==> src/rtl/branch_resolve.sv <==
// In-order queue of predicted branches; each resolved outcome yields a one-cycle
// packet {mispredict, correct next PC}, and a mispredict flushes the queue.
module branch_resolve #(
  parameter int DEPTH = 4
) (
  input  logic                       clk,
  input  logic                       rst,
  input  logic                       i_pred_valid,
  output logic                       o_pred_ready,
  input  logic [31:0]                i_pred_pc,
  input  logic                       i_pred_taken,
  input  logic [31:0]                i_pred_target,
  input  logic                       i_res_valid,
  output logic                       o_res_ready,
  input  logic                       i_res_taken,
  input  logic [31:0]                i_res_target,
  output logic                       o_fire,
  output logic [32:0]                o_data,
  output logic [$clog2(DEPTH+1)-1:0] o_count
);

  localparam int PW    = $clog2(DEPTH);
  localparam int CNT_W = $clog2(DEPTH + 1);

  typedef enum logic {RUN, FLUSH} state_t;

  state_t           state;
  logic [PW-1:0]    wr_ptr, rd_ptr;
  logic [CNT_W-1:0] count;
  logic [31:0]      pc_mem  [DEPTH];
  logic             tkn_mem [DEPTH];
  logic [31:0]      tgt_mem [DEPTH];

  logic             push, pop, push_keep;
  logic             mis_p0;
  logic [31:0]      npc_p0;
  logic             vld_p1;
  logic [32:0]      data_p1;

  function automatic logic mispredict(input logic pt, input logic [31:0] ptg,
                                      input logic rt, input logic [31:0] rtg);
    return (pt != rt) || (rt && (ptg != rtg));
  endfunction

  // Not-taken falls through to pc+4; the sum wraps at 32 bits.
  function automatic logic [31:0] next_pc(input logic [31:0] ppc, input logic rt,
                                          input logic [31:0] rtg);
    return rt ? rtg : ppc + 32'd4;
  endfunction

  assign o_pred_ready = !rst && (state == RUN) && (count < CNT_W'(DEPTH));
  assign o_res_ready  = !rst && (state == RUN) && (count != '0);
  assign push         = i_pred_valid && o_pred_ready;
  assign pop          = i_res_valid && o_res_ready;

  // Stage p0: evaluate the oldest entry against the offered outcome
  assign mis_p0    = mispredict(tkn_mem[rd_ptr], tgt_mem[rd_ptr], i_res_taken, i_res_target);
  assign npc_p0    = next_pc(pc_mem[rd_ptr], i_res_taken, i_res_target);
  assign push_keep = push && !(pop && mis_p0);

  always_ff @(posedge clk) begin
    if (push_keep) begin
      pc_mem[wr_ptr]  <= i_pred_pc;
      tkn_mem[wr_ptr] <= i_pred_taken;
      tgt_mem[wr_ptr] <= i_pred_target;
    end
  end

  // Stage p1: registered resolution packet and queue bookkeeping
  always_ff @(posedge clk) begin
    if (rst) begin
      state   <= RUN;
      wr_ptr  <= '0;
      rd_ptr  <= '0;
      count   <= '0;
      vld_p1  <= 1'b0;
      data_p1 <= '0;
    end else begin
      vld_p1 <= pop;
      if (pop) data_p1 <= {mis_p0, npc_p0};
      case (state)
        RUN: begin
          if (pop && mis_p0) begin
            state  <= FLUSH;
            wr_ptr <= '0;
            rd_ptr <= '0;
            count  <= '0;
          end else begin
            if (push_keep) wr_ptr <= wr_ptr + PW'(1);
            if (pop)       rd_ptr <= rd_ptr + PW'(1);
            case ({push_keep, pop})
              2'b10:   count <= count + CNT_W'(1);
              2'b01:   count <= count - CNT_W'(1);
              default: count <= count;
            endcase
          end
        end
        FLUSH:   state <= RUN;
        default: state <= RUN;
      endcase
    end
  end

  assign o_fire  = vld_p1;
  assign o_data  = data_p1;
  assign o_count = count;

endmodule

==> config.mk <==
export PLATFORM = sky130hd
export DESIGN_NAME = branch_resolve
export DESIGN_NICKNAME = d
export VERILOG_FILES = /design/src/rtl/branch_resolve.sv
export SDC_FILE = /design/constraint.sdc
export NUM_CORES = 1
export LEC_CHECK = 0
export CORE_MARGIN = 8
export CORE_UTILIZATION = 43
export CTS_CLUSTER_DIAMETER = 100
export DETAILED_ROUTE_END_ITERATION = 8
export DONT_BUFFER_PORTS = 1
export HOLD_SLACK_MARGIN = 0.15
export PLACE_DENSITY = 0.65
export SLEW_MARGIN = 5
export SYNTH_ARGS = -nofsm -noshare
export SYNTH_HDL_FRONTEND = slang
export SYNTH_SLANG_ARGS = --single-unit
==> constraint.sdc <==
create_clock -name clk -period 10.8 [get_ports clk]
set_clock_uncertainty 0.2 [all_clocks]
set_input_delay 0.54 -clock clk [delete_from_list [all_inputs] [get_ports clk]]
set_output_delay 0.54 -clock clk [all_outputs]
set_load 0.01 [all_outputs]
==> impl_metrics.tcl <==
set metrics [dict create \
    rsz0062_at_grt "false" \
    n_antenna_cell 0 \
    die_height_microns 187 \
    cp_max_fo 62 \
    drtIter0Drc 612 \
    tns_ps 0 \
    grt_usage_pct 17.2 \
    worst_setup_path_end_kind "flip-flop" \
    fin_crit_sh_pct 48.1 \
    place.gp.congestion 0.856 \
    holdPathStages 4 \
    place_ws_ps 5560 \
    via_per_inst 5.59 \
    setup_viol 0 \
    relSlewSlack_pct 27.6 \
    die_area_sq_um 34800 \
    slew_viol_final 0 \
    io_pins 141 \
    worstPathRequired_ps 10740 \
    drive_gt1_share_pct 14.8 \
    layout.nets 957 \
    synth.top_cell.area_share_pct 62.4 \
    yosys-top-cells-area "edfxtp_1, mux4_2, dfxtp_1, xnor2_1, mux2i_1" \
    min_path_type "primary input to flip-flop" \
    port_buffers 0 \
    wl_per_cell_microns 24.4 \
    maxCapViolations 0 \
    syn_area_sq_um 12500 \
    cts.path.max_buffers 3 \
    fmax_ghz 0.193 \
    core_area_sq_um 28700 \
    cts_made_buffers 34 \
    initial_utilization_pct 43.6 \
    p_per_area_nw_per_um2 181 \
    syn_avg_cell_area_sq_um 16.5 \
    whs_endpoint "o_data[22]" \
    core.rowCount 62 \
    drc 0 \
    worst_slew_pin_slew_ps 1080 \
    cp_top_family "simple AND/OR/NAND/NOR gates" \
    h-tree-depth 2 \
    grt_pass1_vias 7174 \
    reg2reg_depth 9 \
    crit_chain "buf_4 -> mux4_1 -> xnor2_1 -> nand3_1 -> or4_4 -> a2111oi_4 -> a21bo_4 -> and3_2 -> buf_4" \
    r2r_end "tgt_mem[0][5]" \
    cp_num_buf_inv 2 \
    crit_slowest_cell "and3_2" \
    grt_pass1_wl_microns 46000 \
    grt_max_degree 63 \
    crit_path_max_incr_delay_ps 830 \
    insertion_delay_ps 510 \
    synth-edff-count 260 \
    antenna_found_initial 4 \
    clkSlewWorstSetupHoldPaths_ps 60 \
    routed_wl_microns 30600 \
    synthDistinctLibCells 57 \
    cts_root_buf "clkbuf_16" \
    vias 7031 \
    run_status "finished clean" \
    ys.flop_type "edfxtp_1" \
    ys_warn_count 0 \
    start_kind "flip-flop" \
    reg2reg_slack_ps 5610 \
    holdCritStartpoint "i_res_target[22]" \
    cts_resized 0 \
    criticalPathCategory "flip-flop to flip-flop" \
    syn_to_final_growth_pct 18.3 \
    dp_hpwl_microns 20300 \
    synth_nets 865 \
    overflow 0 \
    worst_slack_ps 5610 \
    vdd_drop_max_mv 0.122 \
    ys_seq_area_share_pct 69.5 \
    clock_sinks 304 \
    cp_common_cell "buf_4" \
    async_flop_share_pct 0 \
    dr.pass1.iters 5 \
    ys_ff_latch 304 \
    syn_inst 757 \
    period_needed_ps 5190 \
    yosys.area.top_type "edfxtp_1" \
    cp.arrival_ps 5130 \
    cts_tree "yes" \
    die_w_microns 187 \
    leakage_nw 4.68 \
    hold_violations 0 \
    detail-route-antenna-nets 0 \
]
worst min-delay path: cells and delay by family:
family	cells	cell delay, ps
simple gates	2	170
compound gates	2	130
cells in the mapped netlist, types with 4 or more instances:
library cell and count:
o21ai_0 18, nand2b_1 5, buf_2 11, xor2_1 14
clkbuf_1 17, mux2i_1 36, o211ai_1 4, inv_1 18
dfxtp_1 44, nand3_1 13, nor3_1 10, ha_1 5
nand4_1 11, a211oi_1 4, mux4_1 6, edfxtp_1 260
nand2_1 56, mux4_2 44, and3_1 13, nor2_1 17
nor3_2 5, a21oi_1 36, a31oi_1 6, xnor2_1 45
mux2_2 5, o22ai_1 8
logic make-up (layout without fill, tap and decap cells):
logic type / count (synthesis) / in the layout / synth area share, %
compound gates: 99 / 99 / 5.16
flops: 304 / 304 / 69.5
buf+inv: 55 / 171 / 2.12
simple gates: 143 / 143 / 5.91
mux: 91 / 91 / 12.5
fa+ha+maj: 6 / 6 / 0.660
xor+xnor: 59 / 59 / 4.13
report_power, final:
group / total (mW) / switching [mW] / internal (mW)
combinational: 0.237 / 0.136 / 0.101
sequential: 1.36 / 0.0311 / 1.33
clock: 1.09 / 0.445 / 0.640
registers in the layout (all words and copies together), names as in the netlist, named ones only:
name,cells
o_count,3
o_data,33
o_fire,1
pc_mem,128
rd_ptr,2
state,1
tgt_mem,128
tkn_mem,4
wr_ptr,2
final cells by class:
type	count	area [sq um]
fill	2356	13900
inverter	19	73.8
clock buffer	42	933
timing repair buffer	92	923
tap	384	480
sequential	304	8700
clock inverter	18	128
multi-input combinational	398	3560
timing repair:
| item | in CTS | in global routing |
|---|---|---|
| hold buffers | 84 | 1 |
| endpoints found under the hold margin | 301 | 1 |
| setup buffers | 0 | 0 |
cells in the final DEF, fill, tap and decap left out, types with 6 or more instances in the layout:
| cell type | n |
|---|---|
| xor2_1 | 14 |
| mux4_2 | 44 |
| xnor2_1 | 45 |
| o22ai_1 | 8 |
| dlygate4sd3_1 | 83 |
| clkinv_2 | 7 |
| inv_1 | 18 |
| dfxtp_1 | 42 |
| nand3_1 | 13 |
| nor3_1 | 10 |
| nand4_1 | 11 |
| a31oi_1 | 6 |
| and3_1 | 9 |
| mux2i_1 | 36 |
| buf_4 | 7 |
| clkbuf_16 | 36 |
| nand2_1 | 55 |
| edfxtp_1 | 260 |
| mux4_1 | 6 |
| a21oi_1 | 36 |
| o21ai_0 | 18 |
| nor2_1 | 17 |
layer usage:
layer	vias up	GRT usage, %	part of all wire, %	wire (microns)
met5	-	0	0.085	26
met4	4	5.19	2.4	749
met3	59	5.37	9.4	2880
met2	287	26.5	46	14000
met1	3541	23.1	42	13000
li1	3140	-	-	-
metrics by stage:
step                      hold WS, ps  area (sq um)  std cells  total power [mW]  utilization, %
after global routing              191         14800       1257              2.77            51.5
final                             166         14800       1257              2.68            51.5
after floorplan                   255         12500        757              1.53               -
after CTS                         151         14800       1256              2.70            51.5
after global placement            271         12900       1112              1.58            44.8
after detailed placement          286         12900       1112              1.58            44.8
worst max-delay path by stage:
stage / from / to / cells past startpoint
6_report: flip-flop / tgt_mem[0][5] / 9
5_1_grt: flip-flop / tgt_mem[0][5] / 9
4_1_cts: flip-flop / tgt_mem[0][5] / 9
3_5_place_dp: flip-flop / pc_mem[0][12] / 9
3_3_place_gp: flip-flop / pc_mem[0][12] / 9
2_1_floorplan: flip-flop / pc_mem[0][0] / 8
Note: power is estimated with default switching activity, not from simulation.
